$ cat src/rtl/sd_spi_responder.sv
// sd_spi_responder: SPI-mode SD card device model (card end of the link).
// Oversamples SCLK/CS_n/MOSI in the CLK domain, decodes 48-bit commands,
// answers CMD0/CMD55/ACMD41/CMD17 with R1 and streams read blocks from a
// byte-read port.
// Build option: define SDRESP_CRC_EN to check the CMD0 CRC7 and to send the
// real CRC16-CCITT after each data block (otherwise CRC7 is ignored and the
// CRC bytes are 0xFF,0xFF).
`timescale 1ns/1ps
module sd_spi_responder #(
   parameter int INIT_POLLS  = 2,
   parameter int NCR_BYTES   = 1,
   parameter int NAC_BYTES   = 2,
   parameter int BLOCK_BYTES = 512
) (
   input  logic        clk_i,
   input  logic        rst_i,
   input  logic        sd_sclk_i,
   input  logic        sd_cs_n_i,
   input  logic        sd_mosi_i,
   output logic        sd_miso_o,
   output logic        rd_req_o,
   output logic [31:0] rd_addr_o,
   input  logic [7:0]  rd_data_i,
   input  logic        rd_ack_i,
   output logic        cmd_valid_o,
   output logic [5:0]  cmd_index_o,
   output logic [31:0] cmd_arg_o,
   output logic        ready_o
);

   typedef enum logic [2:0] {
      ST_HUNT, ST_CMD_RX, ST_GAP, ST_R1, ST_DGAP, ST_TOKEN, ST_DATA, ST_CRC
   } state_t;

   localparam logic [7:0]  POLLS_L  = 8'(INIT_POLLS);
   localparam logic [15:0] NCR_LAST = 16'(NCR_BYTES - 1);
   localparam logic [15:0] NAC_LAST = 16'(NAC_BYTES - 1);
   localparam logic [15:0] BLK_LAST = 16'(BLOCK_BYTES - 1);
   // Zero-length filler phases are skipped entirely.
   localparam state_t ST_AFTER_CMD = (NCR_BYTES == 0) ? ST_R1 : ST_GAP;
   localparam state_t ST_AFTER_R1  = (NAC_BYTES == 0) ? ST_TOKEN : ST_DGAP;

`ifdef SDRESP_CRC_EN
   function automatic logic [6:0] crc7_40(input logic [39:0] d);
      logic [6:0] c;
      logic       fb;
      c = '0;
      for (int k = 39; k >= 0; k--) begin
         fb = d[k] ^ c[6];
         c  = {c[5:0], 1'b0};
         if (fb) c = c ^ 7'h09;
      end
      return c;
   endfunction

   function automatic logic [15:0] crc16_byte(input logic [15:0] c_in, input logic [7:0] b);
      logic [15:0] c;
      logic        fb;
      c = c_in;
      for (int k = 7; k >= 0; k--) begin
         fb = b[k] ^ c[15];
         c  = {c[14:0], 1'b0};
         if (fb) c = c ^ 16'h1021;
      end
      return c;
   endfunction
`endif

   logic        sclk_meta_q, sclk_sync_q, sclk_prev_q;
   logic        cs_meta_q, cs_sync_q, mosi_meta_q, mosi_sync_q;
   state_t      state_q, state_d;
   logic [2:0]  bitcnt_q, bitcnt_d;
   logic [5:0]  cmdcnt_q, cmdcnt_d;
   logic [15:0] bytecnt_q, bytecnt_d;
   logic        load_pend_q, load_pend_d;
   logic        miso_q, miso_d;
   logic [7:0]  r1_q, r1_d;
   logic        blk_q, blk_d;
   logic        ready_q, ready_d, ready_pend_q, ready_pend_d;
   logic [7:0]  poll_q, poll_d;
   logic        app_q, app_d;
   logic        cmd_valid_q, cmd_valid_d;
   logic [5:0]  cmd_index_q, cmd_index_d;
   logic [31:0] cmd_arg_q, cmd_arg_d;
   logic        rd_req_q, rd_req_d;
   logic [31:0] rd_addr_q, rd_addr_d;
   logic        dvalid_q, dvalid_d;
   logic [45:0] sh_q, sh_d;
   logic [7:0]  tx_sh_q, tx_sh_d;
   logic [7:0]  dbuf_q, dbuf_d;
`ifdef SDRESP_CRC_EN
   logic [15:0] crc_q, crc_d;
`endif

   logic        rise, fall;
   logic [46:0] nxt;
   logic [7:0]  ld_byte;
   logic        idle;

   assign rise = sclk_sync_q & ~sclk_prev_q;
   assign fall = ~sclk_sync_q & sclk_prev_q;

   // Two-flop synchronisers on the SPI pins plus the SCLK edge register.
   always_ff @(posedge clk_i) begin
      if (rst_i) begin
         sclk_meta_q <= 1'b0; sclk_sync_q <= 1'b0; sclk_prev_q <= 1'b0;
         cs_meta_q   <= 1'b1; cs_sync_q   <= 1'b1;
         mosi_meta_q <= 1'b1; mosi_sync_q <= 1'b1;
      end else begin
         sclk_meta_q <= sd_sclk_i; sclk_sync_q <= sclk_meta_q; sclk_prev_q <= sclk_sync_q;
         cs_meta_q   <= sd_cs_n_i; cs_sync_q   <= cs_meta_q;
         mosi_meta_q <= sd_mosi_i; mosi_sync_q <= mosi_meta_q;
      end
   end

   // Protocol state register and control outputs.
   always_ff @(posedge clk_i) begin
      if (rst_i) begin
         state_q      <= ST_HUNT;
         bitcnt_q     <= '0;
         cmdcnt_q     <= '0;
         bytecnt_q    <= '0;
         load_pend_q  <= 1'b0;
         miso_q       <= 1'b1;
         r1_q         <= 8'hFF;
         blk_q        <= 1'b0;
         ready_q      <= 1'b0;
         ready_pend_q <= 1'b0;
         poll_q       <= '0;
         app_q        <= 1'b0;
         cmd_valid_q  <= 1'b0;
         cmd_index_q  <= '0;
         cmd_arg_q    <= '0;
         rd_req_q     <= 1'b0;
         rd_addr_q    <= '0;
         dvalid_q     <= 1'b0;
      end else begin
         state_q      <= state_d;
         bitcnt_q     <= bitcnt_d;
         cmdcnt_q     <= cmdcnt_d;
         bytecnt_q    <= bytecnt_d;
         load_pend_q  <= load_pend_d;
         miso_q       <= miso_d;
         r1_q         <= r1_d;
         blk_q        <= blk_d;
         ready_q      <= ready_d;
         ready_pend_q <= ready_pend_d;
         poll_q       <= poll_d;
         app_q        <= app_d;
         cmd_valid_q  <= cmd_valid_d;
         cmd_index_q  <= cmd_index_d;
         cmd_arg_q    <= cmd_arg_d;
         rd_req_q     <= rd_req_d;
         rd_addr_q    <= rd_addr_d;
         dvalid_q     <= dvalid_d;
      end
   end

   // Shift registers and the read-data buffer carry no reset.
   always_ff @(posedge clk_i) begin
      sh_q    <= sh_d;
      tx_sh_q <= tx_sh_d;
      dbuf_q  <= dbuf_d;
`ifdef SDRESP_CRC_EN
      crc_q   <= crc_d;
`endif
   end

   // Next-state: command capture, R1 decode, byte sequencing and read requests.
   always_comb begin
      state_d      = state_q;
      bitcnt_d     = bitcnt_q;
      cmdcnt_d     = cmdcnt_q;
      bytecnt_d    = bytecnt_q;
      load_pend_d  = load_pend_q;
      miso_d       = miso_q;
      r1_d         = r1_q;
      blk_d        = blk_q;
      ready_d      = ready_q;
      ready_pend_d = ready_pend_q;
      poll_d       = poll_q;
      app_d        = app_q;
      cmd_valid_d  = 1'b0;
      cmd_index_d  = cmd_index_q;
      cmd_arg_d    = cmd_arg_q;
      rd_req_d     = rd_req_q;
      rd_addr_d    = rd_addr_q;
      dvalid_d     = dvalid_q;
      sh_d         = sh_q;
      tx_sh_d      = tx_sh_q;
      dbuf_d       = dbuf_q;
`ifdef SDRESP_CRC_EN
      crc_d        = crc_q;
`endif
      nxt     = {sh_q, mosi_sync_q};
      ld_byte = 8'hFF;
      idle    = ~ready_q;

      // Acknowledged read data is parked until its byte slot comes up.
      if (rd_req_q && rd_ack_i) begin
         dbuf_d   = rd_data_i;
         dvalid_d = 1'b1;
         rd_req_d = 1'b0;
      end

      if (cs_sync_q) begin
         // Deselect aborts any frame; READY and the poll count survive.
         state_d      = ST_HUNT;
         miso_d       = 1'b1;
         rd_req_d     = 1'b0;
         dvalid_d     = 1'b0;
         ready_pend_d = 1'b0;
         bitcnt_d     = '0;
         load_pend_d  = 1'b0;
      end else begin
         unique case (state_q)
            ST_HUNT: begin
               if (fall) miso_d = 1'b1;
               if (rise && !mosi_sync_q) begin
                  state_d  = ST_CMD_RX;
                  sh_d     = '0;
                  cmdcnt_d = '0;
               end
            end
            ST_CMD_RX: begin
               if (fall) miso_d = 1'b1;
               if (rise) begin
                  sh_d     = nxt[45:0];
                  cmdcnt_d = cmdcnt_q + 6'd1;
                  if (cmdcnt_q == 6'd46) begin
                     // nxt now holds frame bits 46..0 (bit 47 was the start bit).
                     state_d     = ST_AFTER_CMD;
                     bytecnt_d   = '0;
                     bitcnt_d    = '0;
                     load_pend_d = 1'b1;
                     blk_d       = 1'b0;
                     if (!nxt[46] || !nxt[0]) begin
                        r1_d = 8'h05;
                     end else begin
                        cmd_valid_d = 1'b1;
                        cmd_index_d = nxt[45:40];
                        cmd_arg_d   = nxt[39:8];
                        app_d       = 1'b0;
                        unique case (nxt[45:40])
                           6'd0: begin
`ifdef SDRESP_CRC_EN
                              if (crc7_40({1'b0, nxt[46:8]}) != nxt[7:1]) begin
                                 r1_d  = 8'h09;
                                 app_d = app_q;
                              end else begin
                                 r1_d         = 8'h01;
                                 ready_d      = 1'b0;
                                 ready_pend_d = 1'b0;
                                 poll_d       = '0;
                              end
`else
                              r1_d         = 8'h01;
                              ready_d      = 1'b0;
                              ready_pend_d = 1'b0;
                              poll_d       = '0;
`endif
                           end
                           6'd55: begin
                              r1_d  = {7'b0, idle};
                              app_d = 1'b1;
                           end
                           6'd41: begin
                              if (!app_q) begin
                                 r1_d = {7'b0, idle} | 8'h04;
                              end else if (poll_q < POLLS_L) begin
                                 r1_d   = 8'h01;
                                 poll_d = poll_q + 8'd1;
                              end else begin
                                 // READY asserts once this 0x00 has been shifted out.
                                 r1_d         = 8'h00;
                                 ready_pend_d = 1'b1;
                              end
                           end
                           6'd17: begin
                              r1_d  = ready_q ? 8'h00 : 8'h05;
                              blk_d = ready_q;
                           end
                           default: r1_d = {7'b0, idle} | 8'h04;
                        endcase
                     end
                  end
               end
            end
            default: begin
               // Response phases: MOSI is ignored, MISO changes on SCLK falls.
               if (fall) begin
                  if (load_pend_q) begin
                     load_pend_d = 1'b0;
                     unique case (state_q)
                        ST_R1: begin
                           ld_byte = r1_q;
                           if (blk_q) begin
                              rd_req_d  = 1'b1;
                              rd_addr_d = cmd_arg_q;
                              dvalid_d  = 1'b0;
`ifdef SDRESP_CRC_EN
                              crc_d     = '0;
`endif
                           end
                        end
                        ST_TOKEN: ld_byte = 8'hFE;
                        ST_DATA: begin
                           // A byte whose ack never came goes out as 0xFF.
                           if (dvalid_q)                  ld_byte = dbuf_q;
                           else if (rd_req_q && rd_ack_i) ld_byte = rd_data_i;
                           else                           ld_byte = 8'hFF;
                           dvalid_d = 1'b0;
                           rd_req_d = 1'b0;
                           if (bytecnt_q != BLK_LAST) begin
                              rd_req_d  = 1'b1;
                              rd_addr_d = rd_addr_q + 32'd1;
                           end
`ifdef SDRESP_CRC_EN
                           crc_d = crc16_byte(crc_q, ld_byte);
`endif
                        end
                        ST_CRC: begin
`ifdef SDRESP_CRC_EN
                           ld_byte = (bytecnt_q == 16'd0) ? crc_q[15:8] : crc_q[7:0];
`else
                           ld_byte = 8'hFF;
`endif
                        end
                        default: ld_byte = 8'hFF;
                     endcase
                     miso_d  = ld_byte[7];
                     tx_sh_d = {ld_byte[6:0], 1'b1};
                  end else begin
                     miso_d  = tx_sh_q[7];
                     tx_sh_d = {tx_sh_q[6:0], 1'b1};
                  end
               end
               if (rise) begin
                  bitcnt_d = bitcnt_q + 3'd1;
                  if (bitcnt_q == 3'd7) begin
                     load_pend_d = 1'b1;
                     unique case (state_q)
                        ST_GAP: begin
                           if (bytecnt_q == NCR_LAST) begin
                              state_d   = ST_R1;
                              bytecnt_d = '0;
                           end else bytecnt_d = bytecnt_q + 16'd1;
                        end
                        ST_R1: begin
                           if (ready_pend_q) begin
                              ready_d      = 1'b1;
                              ready_pend_d = 1'b0;
                           end
                           bytecnt_d = '0;
                           if (blk_q) state_d = ST_AFTER_R1;
                           else begin
                              state_d     = ST_HUNT;
                              load_pend_d = 1'b0;
                           end
                        end
                        ST_DGAP: begin
                           if (bytecnt_q == NAC_LAST) begin
                              state_d   = ST_TOKEN;
                              bytecnt_d = '0;
                           end else bytecnt_d = bytecnt_q + 16'd1;
                        end
                        ST_TOKEN: begin
                           state_d   = ST_DATA;
                           bytecnt_d = '0;
                        end
                        ST_DATA: begin
                           if (bytecnt_q == BLK_LAST) begin
                              state_d   = ST_CRC;
                              bytecnt_d = '0;
                           end else bytecnt_d = bytecnt_q + 16'd1;
                        end
                        ST_CRC: begin
                           if (bytecnt_q == 16'd1) begin
                              state_d     = ST_HUNT;
                              load_pend_d = 1'b0;
                           end else bytecnt_d = bytecnt_q + 16'd1;
                        end
                        default: load_pend_d = 1'b0;
                     endcase
                  end
               end
            end
         endcase
      end
   end

   assign sd_miso_o   = miso_q;
   assign rd_req_o    = rd_req_q;
   assign rd_addr_o   = rd_addr_q;
   assign cmd_valid_o = cmd_valid_q;
   assign cmd_index_o = cmd_index_q;
   assign cmd_arg_o   = cmd_arg_q;
   assign ready_o     = ready_q;

endmodule
$ cat config.mk
export PLATFORM = sky130hd
export DESIGN_NAME = sd_spi_responder
export DESIGN_NICKNAME = d
export VERILOG_FILES = /design/src/rtl/sd_spi_responder.sv
export SDC_FILE = /design/constraint.sdc
export NUM_CORES = 1
export LEC_CHECK = 0
export BUFFER_PORTS_ARGS = -buffer_cell sky130_fd_sc_hd__buf_2
export CAP_MARGIN = 40
export CORE_UTILIZATION = 25
export DETAILED_ROUTE_END_ITERATION = 10
export RECOVER_POWER = 50
export SYNTH_ARGS = -nofsm -noshare
export SYNTH_HDL_FRONTEND = slang
export SYNTH_SLANG_ARGS = --single-unit
export TNS_END_PERCENT = 20
$ cat constraint.sdc
create_clock -name clk_i -period 2.8 [get_ports clk_i]
set_clock_uncertainty 0.1 [all_clocks]
set_input_delay 0 -clock clk_i [delete_from_list [all_inputs] [get_ports clk_i]]
set_output_delay 0 -clock clk_i [all_outputs]
set_load 0.005 [all_outputs]
# == After elaboration in Yosys (flattened, before gate mapping) ==
# Cells that the tools add are included.
# word_totals
regBits,192
inputBits,14
elab_cells,209
out_inout_bits,74
# classes
add_sub_neg,5
eq_ne,32
n_mux,96
n_lt_le_gt_ge,1
reduce_logical,35
bitwise_logic,12
# op_table
cell,count
$mux 16,8
$mux 46,2
$pmux 46 s2,1
$pmux 16 s5,1
$mux 32,2
$pmux 32 s2,1
$mux 3,16
$mux 1,43
$mux 8,5
$add 32x1->32 const B,1
$pmux 16 s2,1
$pmux 8 s3,1
$eq 6x6->1 const B,3
$pmux 3 s6,1
$reduce_and 9->1,2
$add 16x1->16 const B,1
$eq 16x1->1 const B,1
$eq 16x9->1 const B,1
$logic_not 16->1,1
$ne 16x9->1 const B,1
$ne 2x2->1 const B,8
$pmux 8 s2,1
$eq 3x3->1 const B,5
$reduce_and 7->1,2
38 further kinds,72

# == Longest topological paths before layout ==
# Gate-level depths: netlist of the first run.
# logic_depth
word_depth,8
mapped_depth,9
ltp_nobuf,8

# == Worst setup path before layout of the first run ==
# No wires, ideal clock.
# synth_path
kind,flip-flop to flip-flop
start,register state_q[1]
end,register cmdcnt_q[4]
path_buffers,2
t_arrival_ns,2.580
path_stages_with_launch,10
path_slack_ns,0.005
setup_ns,0.114
cell_sequence,dfxtp_1 -> buf_2 -> or2_2 -> buf_2 -> nor2_1 -> o21ai_1 -> inv_1 -> nand4_1 -> xor2_1 -> nor2_1
# synth_via
elab_chain_len,3
elab_cells_between_ends,7
classes_between,3 x eq/ne; 1 x mux; 3 x reduce/logical
# synth_rtl
item,line_no,rtl
start: declaration,71,"state_t state_q, state_d;"
start signal: assignment,138,state_q <= state_d;
$eq 3x1->1 / $logic_not 3->1 (equally long branches),216,unique case (state_q)
$ne 2x2->1 (no line) / $reduce_bool 2->1 (equally long branches),--,
$reduce_and 4->1 (no line),--,
end signal: assignment,140,cmdcnt_q <= cmdcnt_d;
end: declaration,73,"logic [5:0] cmdcnt_q, cmdcnt_d;"
# Parallel ways exist; a longest one is shown, timed or not.
# A chain may end at the register's enable or synchronous reset.

# == Worst setup path in the final report of the first run ==
# layout_path
start,register rd_addr_q[4] (netlist: rd_addr_o[4])
end,register rd_addr_q[27] (netlist: rd_addr_o[27])
# layout_via
elab_chain_len,3
# layout_rtl
item,line_no,rtl
start: declaration,86,"logic [31:0] rd_addr_q, rd_addr_d;"
start signal: assignment,154,rd_addr_q <= rd_addr_d;
$add 32x1->32,316,rd_addr_d = rd_addr_q + 32'd1;
$mux 32,314,if (bytecnt_q != BLK_LAST) begin
$pmux 32 s2,294,unique case (state_q)
# Every way passes these cells. The select of a mux whose other input is x is not followed.

==> impl_results.md, run 1 <==
* Worst Hold Launch: sd_mosi_i
* Max clock buf depth at 2
* Critical path required time at 3.07 ns
* R2r setup slk at 0.18 ns
* Status: finished with violations
* Synth top area cells: dfxtp_1, edfxtp_1, nand2_1
* Die Span X at 186 um
* Post-Synthesis Cells at 954
* Netlist cell types at 69
* I/O pins at 88
* Setup repair bufs after CTS at 0
* Worst-case hold slack at 0.176 ns
* Layout area overhead at 19.7%
* Max_slew headroom at -18.9%
* Number of flops mapped to enable cells by yosys at 61
* Antenna cell count at 0
* Worst-margin pin slew at 1.78 ns
* Peak supply drop at 0.000461 V
* FILL cells at 3528
* Gr ovfl total at 0
* Async set-reset flop share out of synthesis at 0%
* DIE HEIGHT at 186 um
* Hold-fix buffers, CTS at 13
* Detailed placement HPWL at 16.2 mm
* CTS Buf Count at 17
* Post-Layout Cell Count at 1504
* Later-pin clock latency in the skew report at 0.45 ns
* Final Power at 5.33 mW
* Post-layout min period at 2.62 ns
* Worst-path clk slew at 0.08 ns
* # DRC at 0
* Startpoint types: flop
* Total clock sinks at 186
* Hold Path Depth at 3
* RSZ-0062 raised after global routing: false
* Most used DFF post-synth: dfxtp_1
* Reg2reg start: rd_addr_o[4]$_SDFFE_PP0P_
* Final Wtd Congestion at 0.873
* Initial Util at 25.4%
* Root Buffer: clkbuf_16
* DR iter-0 viols at 536
* Power Dens Cells at 524 nW/um^2
* R2R depth at 6
* Vias in the first global route at 6840
* Pleak at 3.58 nW
* Worst EP arrival at 2.89 ns
* Rows at 67
* Max Slew Vio Count at 83
* Nets at 1066
* Seq cells post-synth at 186
* Number of synthesis warnings at 0
* Yosys top cell by area: dfxtp_1
* Syn Area/Cell at 8.90 um^2
* Maxcap violations at 1
* GRT Total Usage at 13.6%
* Placed cell area at 9510 um^2
* Share of the synthesized area in the top cell type at 29.5%
* Sequential share of the synthesized area at 51.0%
* Worst hold path class: input pin to flop
* Crit path from: rd_addr_o[4]$_SDFFE_PP0P_
* CTS tree: yes
* Post-route ant nets at 0
* Routed wire length at 23.4 mm
* Synthesized area at 8490 um^2
* Failing checks: capacitance limit, slew limit
* Initial antenna violation count at 0
* CP max FO at 7
* Clock H-tree levels at 4
* Full die area at 34700 um^2
* Final Instance Area at 10200 um^2
* Setup crit end kind: flop
* Kind of critical path: flop to flop
* Final Cycle Share at 93.7%
* Placed insts at 1459
* TNS Setup at 0 ns
* Core outline area at 33400 um^2
* Drt wl/cell at 15.5 um
* Pin count of the biggest net entering global routing at 83
* Fmax at 381 MHz
* Hold EP: mosi_meta_q$_SDFF_PP1_
* Detailed Routing Iterations Pass 1 at 5
* First-pass GRT wire length at 37.9 mm
* Post-CTS sizing at 0
* Syn nets at 977
* Vias post-DR at 7490
* Port-buffer cells at 87
* Layout cells sized above 1 at 11.6%
* R2r endpoint: rd_addr_o[27]$_SDFFE_PP0P_
* Vias per Instance at 4.98
* Setup violations, final at 0
* Final Hold Fails at 0
[sequential cells by signal, indices dropped and copies added (netlist names), 3 cells and up]
register     count
bitcnt_q         3
cmd_arg_o       32
tx_sh_q          7
dbuf_q           8
bytecnt_q       16
rd_addr_o       32
state_q          3
cmd_index_o      6
cmdcnt_q         6
r1_q             3
poll_q           8
sh_q            46
[metrics by stage]
stage          setup WS, ns  util (%)
2_1_floorplan       0.00528         -
3_3_place_gp          0.313      28.4
3_5_place_dp          0.255      28.4
4_1_cts               0.243      30.7
5_1_grt              0.0197      30.4
6_report              0.178      30.4
[layout by cell type, fill, tap and decap left out, types with 7 or more instances in the layout]
cell           instances
clkbuf_1              49
a21oi_1               87
o31ai_1                7
xnor2_1                9
dlygate4sd3_1         13
ha_1                   9
edfxtp_1              61
nand3_1               36
nor3_1                30
nor4_1                 8
inv_1                 16
dfxtp_1              125
or2_2                 11
nand4_1                9
a31oi_1               13
o21ai_0               34
nor2_1                97
buf_2                 38
xor2_1                 8
buf_4                 18
clkbuf_16             17
nand2_1              150
and3_1                61
a22oi_1               11
[synth_stat cells, drive strengths merged, types with 5 or more instances]
cell	n
clkbuf	47
xor2	8
inv	17
dfxtp	125
a21oi	87
ha	9
o31ai	8
xnor2	9
a311oi	6
a31oi	14
and3	61
o311ai	6
nand2b	6
nor2b	6
nor3	30
nor4	10
nand3	38
or2	11
or3	5
o21ai	35
buf	6
a22oi	11
nand4	10
or4	5
edfxtp	61
nand2	150
nor2	100
a21o	6
[per-layer routing]
| layer | GRT usage [%] | routed length, um | vias up |
|---|---|---|---|
| met5 | 0 | 0 | - |
| met4 | 5.40 | 508 | 0 |
| met3 | 3.01 | 1290 | 33 |
| met2 | 20.0 | 10300 | 196 |
| met1 | 19.1 | 11300 | 3616 |
| li1 | - | - | 3645 |
[final cells by class]
cell class	instances	area (um^2)	share of cell area, %
sequential	186	4330	42.6
multi-input combinational	698	3900	38.4
timing repair buffer	123	693	6.82
tap	448	561	5.51
clock buffer	17	425	4.18
clock inverter	15	190	1.87
inverter	17	63.8	0.628
[kinds of logic (layout without fill, tap and decap cells)]
group	after synthesis	count (layout)	synth area share [%]
flip-flops	186	186	51.0
multiplexers	3	3	0.383
buffers and inverters	70	172	3.17
XOR/XNOR	17	17	1.75
AO/OA/AOI/OAI	216	216	16.2
AND/OR/NAND/NOR	453	453	26.1
adder cells (fa/ha/maj)	9	9	1.33
[worst max-delay path by stage]
stage | endpoint | slack, ns | cells after the start
finish | rd_addr_o[27]$_SDFFE_PP0P_ | 0.18 | 6
global route | bytecnt_q[2]$_SDFFE_PP0P_ | 0.02 | 8
CTS | rd_addr_o[27]$_SDFFE_PP0P_ | 0.24 | 6
detailed placement | rd_addr_o[30]$_SDFFE_PP0P_ | 0.25 | 7
global placement | rd_addr_o[27]$_SDFFE_PP0P_ | 0.31 | 6
floorplan | cmdcnt_q[4]$_SDFFE_PP0P_ | 0.005 | 9
[critical path: stages (launching register included)]
cell and delay, ns:
dfxtp_1 0.45, and4_1 0.34, nand4_1 0.27, a2111oi_2 0.65
nand2_1 0.15, or4_1 0.42, a31oi_1 0.16
[power breakdown]
group	total, mW	internal (mW)	switching (mW)	leakage [nW]
clock	2.48	1.23	1.25	0.297
combinational	0.0731	0.0273	0.0458	1.72
sequential	2.77	2.77	0.00305	1.57
total	5.33	4.02	1.30	3.58
No activity file was read; power rests on OpenSTA's default activity.
==> run 2: changes to the inputs <==
--- a/config.mk
+++ b/config.mk
@@ -7,8 +7,11 @@
 export LEC_CHECK = 0
 export BUFFER_PORTS_ARGS = -buffer_cell sky130_fd_sc_hd__buf_2
 export CAP_MARGIN = 40
+export CELL_PAD_IN_SITES_DETAIL_PLACEMENT = 0
+export CELL_PAD_IN_SITES_GLOBAL_PLACEMENT = 1
 export CORE_UTILIZATION = 25
 export DETAILED_ROUTE_END_ITERATION = 10
+export PLACE_DENSITY_LB_ADDON = 0.1
 export RECOVER_POWER = 50
 export SYNTH_ARGS = -nofsm -noshare
 export SYNTH_HDL_FRONTEND = slang
==> impl_results.md, run 2 (synthesized netlist as in run 1, its figures left out) <==
* Layout area overhead at 20.8%
* Critical path required time at 3.03 ns
* Drt wl/cell at 17.9 um
* Post-Layout Cell Count at 1516
* Power Dens Cells at 521 nW/um^2
* Maxcap violations at 0
* Routed wire length at 27.1 mm
* Rows at 67
* Final Hold Fails at 0
* Final Power at 5.34 mW
* Total clock sinks at 186
* TNS Setup at 0 ns
* # DRC at 0
* Critical Path Max Stage Delay at 0.63 ns
* Commonest cells after routing, fill and taps aside: nand2_1, dfxtp_1, nor2_1
* Max Slew Vio Count at 0
* Pin count of the biggest net entering global routing at 64
* Peak supply drop at 0.000423 V
* Critical path cell sequence: ha_1 -> nand3_1 -> or4b_1 -> buf_4 -> nor3_1 -> a311oi_1 -> a21oi_1 -> nor3_1
* RSZ-0062 raised after global routing: false
* Pleak at 3.63 nW
* Vias post-DR at 7405
* Reg area at 4340 um^2
* Final Cycle Share at 91.9%
* Commonest non-fill, non-tap cell in the layout: nand2_1
* Placed insts at 1470
* I/O pins at 88
* Largest register FFs at 46
* CTS tree: yes
* Later-pin clock latency in the skew report at 0.45 ns
* Vias per Instance at 4.88
* Vias in the first global route at 7132
* Core outline area at 33400 um^2
* CTS Buf Count at 17
* Antenna cell count at 0
* Worst-margin pin slew at 1.16 ns
* Die Span X at 186 um
* Detailed placement HPWL at 18.8 mm
* Setup crit end kind: flop
* Post-layout min period at 2.57 ns
* Worst-path clk slew at 0.09 ns
* Startpoint types: flop
* Gr ovfl total at 0
* Final Wtd Congestion at 0.747
* Port-buffer cells at 87
* Full die area at 34700 um^2
* Worst EP arrival at 2.80 ns
* Max_slew headroom at 23.0%
* Post-route ant nets at 0
* Initial antenna violation count at 0
* Initial Util at 25.4%
* R2r setup slk at 0.23 ns
* Detailed Routing Iterations Pass 1 at 5
* Max clock buf depth at 2
* Worst hold path class: input pin to flop
* First-pass GRT wire length at 43.5 mm
* Setup violations, final at 0
* CP max FO at 6
* Fmax at 389 MHz
* Slowest stage cell, crit path: or4b_1
* Nets at 1078
* Root Buffer: clkbuf_16
* Biggest register: sh_q
* Kind of critical path: flop to flop
* Status: finished, final reports clean
* CP most frequent cell: nor3_1
* DIE HEIGHT at 186 um
* Worst Path Buf+Inv at 1
* Multi-input gate area at 3910 um^2
* GRT Total Usage at 16.0%
* Clock H-tree levels at 4
* Layout cells sized above 1 at 12.2%
* Top cell family by delay on the critical path: simple AND/OR/NAND/NOR gates
* FILL cells at 3610
* Setup repair bufs after CTS at 0
* DR iter-0 viols at 477
run 2: changes by cell type in the layout (fill, tap and decap cells not counted), moves of 2 or more:
cell      delta
clkinv_8     -2
buf_12       +2
buf_4        +8
inv_6        +2
clkbuf_1     +5
buf_2        -3
run 2: stage by stage:
| stage | worst slack (ns) | hold slack [ns] | cell area, um^2 | utilization [%] |
|---|---|---|---|---|
| finish | 0.226 | 0.167 | 10300 | 30.7 |
| global route | 0.0266 | 0.167 | 10300 | 30.7 |
| CTS | 0.234 | 0.143 | 10300 | 30.9 |
| detailed placement | 0.246 | 0.0922 | 9610 | 28.7 |
| global placement | 0.322 | 0.0946 | 9610 | 28.7 |
| floorplan | 0.00528 | -0.00113 | 8490 | - |
run 2: repair_timing:
item | 4_1_cts | 5_1_grt
resized for setup | 0 | 0
hold buffers | 14 | 0
endpoints found under the setup margin | 0 | 0
endpoints found under the hold margin | 44 | 0
run 2: layout make-up:
cell class                 instances  area share, %
clock buffer                      17           4.14
clock inverter                    15           1.65
sequential                       186           42.2
timing repair buffer             135           7.83
inverter                          17          0.622
multi-input combinational        698           38.1
tap                              448           5.46
run 2: report_power, final:
group	switching (mW)	internal, mW	leakage (nW)
Sequential	0.00318	2.77	1.57
Clock	1.28	1.21	0.292
Combinational	0.0505	0.0311	1.77
Total	1.33	4.01	3.63
run 2: routing by layer:
layer,track usage (%),up-vias,part of all wire (%)
met5,0,-,0
met4,4.67,0,1.2
met3,2.63,14,3.5
met2,22.6,122,42
met1,24.4,3604,53
li1,-,3665,-
run 2: path summary, 6_finish.rpt:
path,from,to,depth (start not counted)
min,sd_mosi_i,mosi_meta_q$_SDFF_PP1_,3
max reg2reg,rd_addr_o[0]$_SDFFE_PP0P_,rd_addr_o[26]$_SDFFE_PP0P_,8
max,rd_addr_o[0]$_SDFFE_PP0P_,rd_addr_o[26]$_SDFFE_PP0P_,8
min reg2reg,cs_meta_q$_SDFF_PP1_,cs_sync_q$_SDFF_PP1_,1
run 2: worst reg2reg max path, stage by stage (launching register included):
cell and delay, ns:
dfxtp_1 0.40, ha_1 0.22, nand3_1 0.14, or4b_1 0.63, buf_4 0.20, nor3_1 0.41
a311oi_1 0.16, a21oi_1 0.13, nor3_1 0.06
==> run 3: changes to the inputs <==
--- a/config.mk
+++ b/config.mk
@@ -13,6 +13,7 @@
 export DETAILED_ROUTE_END_ITERATION = 10
 export PLACE_DENSITY_LB_ADDON = 0.1
 export RECOVER_POWER = 50
+export REMOVE_ABC_BUFFERS = 1
 export SYNTH_ARGS = -nofsm -noshare
 export SYNTH_HDL_FRONTEND = slang
 export SYNTH_SLANG_ARGS = --single-unit
==> impl_results.md, run 3 (synthesized netlist as in run 1, its figures left out) <==
* Layout area overhead at 20.8%
* Port-buffer cells at 87
* Final Cycle Share at 94.1%
* Peak supply drop at 0.000415 V
* Power Dens Cells at 516 nW/um^2
* Worst hold path class: input pin to flop
* Routed wire length at 26.2 mm
* Placed insts at 1468
* Startpoint types: flop
* Worst EP arrival at 2.90 ns
* Die Span X at 186 um
* Worst-path clk slew at 0.08 ns
* Setup violations, final at 0
* Pin count of the biggest net entering global routing at 47
* Core outline area at 33400 um^2
* R2r setup slk at 0.17 ns
* Internal at 4.03 mW
* Nets at 1075
* TNS Setup at 0 ns
* Antenna cell count at 0
* GRT Total Usage at 15.4%
* Max Slew Vio Count at 0
* Final Hold Fails at 0
* Reg area at 4330 um^2
* Worst-margin pin slew at 0.922 ns
* FILL cells at 3601
* # DRC at 0
* Full die area at 34700 um^2
* Multi-input gate area at 3920 um^2
* Pleak at 3.69 nW
* Initial Util at 25.4%
* Vias per Instance at 4.77
* Vias post-DR at 7212
* Sw Ratio at 23.9%
* Rows at 67
* Largest register FFs at 46
* First-pass GRT wire length at 42.0 mm
* CTS tree: yes
* DIE HEIGHT at 186 um
* Commonest non-fill, non-tap cell in the layout: nand2_1
* Biggest register: sh_q
* GRT met1 Usage at 21.7%
* Detailed Routing Iterations Pass 1 at 5
* Final Wtd Congestion at 0.759
* Psw at 1.26 mW
* Clk network pwr share at 46.0%
* Status: finished, final reports clean
* Root Buffer: clkbuf_16
* Max clock buf depth at 2
* RSZ-0062 raised after global routing: false
* Combinational power share at 1.5%
* Commonest cells after routing, fill and taps aside: nand2_1, dfxtp_1, nor2_1
* Gr ovfl total at 0
* Grt met2 use at 23.8%
* Global route hottest layer: met2
* Worst-case hold slack at 0.180 ns
* Post-Layout Cell Count at 1513
* Detailed placement HPWL at 18.0 mm
* Kind of critical path: flop to flop
* Later-pin clock latency in the skew report at 0.45 ns
* Critical Path Max Stage Delay at 0.65 ns
* Vias in the first global route at 7057
* Maxcap violations at 0
* Initial antenna violation count at 0
* Total clock sinks at 186
* Max_slew headroom at 37.9%
* Critical path cell sequence: ha_1 -> nand3_1 -> or4b_1 -> nor2_4 -> nand3_2 -> or4_1 -> a31oi_1
* Post-layout min period at 2.63 ns
* CTS Buf Count at 17
* Sequential power share at 52.4%
* CP max FO at 6
* I/O pins at 88
* Layout cells sized above 1 at 14.0%
* Critical path required time at 3.07 ns
* Drt wl/cell at 17.3 um
* DR iter-0 viols at 384
* Fmax at 380 MHz
* Post-route ant nets at 0
* Slowest stage cell, crit path: or4b_1
* Met3 usage at 3.08%
* Clock H-tree levels at 4
* Final Power at 5.29 mW
* Setup crit end kind: flop
[run 3: metrics by stage]
step                      util [%]  setup slack (ns)  cell area (um^2)
after floorplan                  -            -0.745              8290
after global placement        28.7             0.197              9600
after detailed placement      28.7             0.149              9600
after CTS                     30.8             0.136             10300
after global routing          30.7           0.00114             10300
final                         30.7             0.166             10300
[run 3: what timing repair did]
action | 4_1_cts | 5_1_grt
setup endpoints to repair | 0 | 2
gates resized for setup | 0 | 1
buffers inserted | 0 | 0
endpoints found under the hold margin | 38 | 0
hold buffers | 13 | 0
[run 3: final timing paths]
check,cells past startpoint,start,endpoint
hold reg to reg,1,cs_meta_q$_SDFF_PP1_,cs_sync_q$_SDFF_PP1_
hold / removal,3,sd_mosi_i,mosi_meta_q$_SDFF_PP1_
setup reg to reg,7,rd_addr_o[0]$_SDFFE_PP0P_,rd_addr_o[30]$_SDFFE_PP0P_
setup / recovery,7,rd_addr_o[0]$_SDFFE_PP0P_,rd_addr_o[30]$_SDFFE_PP0P_
[run 3: layout make-up]
type,instances,area share (%)
flip-flops and latches,186,42.2
multi-input cells,698,38.2
inverters,17,0.622
repair buffers,132,7.79
well taps,448,5.46
clock inverters,14,1.23
clock buffers,18,4.39
[run 3: layer usage]
layer	part of all wire, %	up-vias
met5	0	-
met4	0.85	0
met3	2.8	8
met2	45	102
met1	52	3438
li1	-	3664
[run 3: power groups by stage]
| stage | Clock (mW) | Sequential, mW | Combinational [mW] |
|---|---|---|---|
| final | 2.44 | 2.77 | 0.0818 |
| after global routing | 2.63 | 2.77 | 0.0895 |
| after CTS | 2.53 | 2.77 | 0.0857 |
| after detailed placement | 0 | 2.84 | 0.0712 |
| after global placement | 0 | 2.84 | 0.0728 |
| after floorplan | 0 | 2.84 | 0.0179 |
[run 3: critical path, delay by kind of cell, from the launching register on]
family	cells	cell delay, ns
simple gates	5	1.64
fa+ha+maj	1	0.23
compound gates	1	0.16
flops	1	0.42
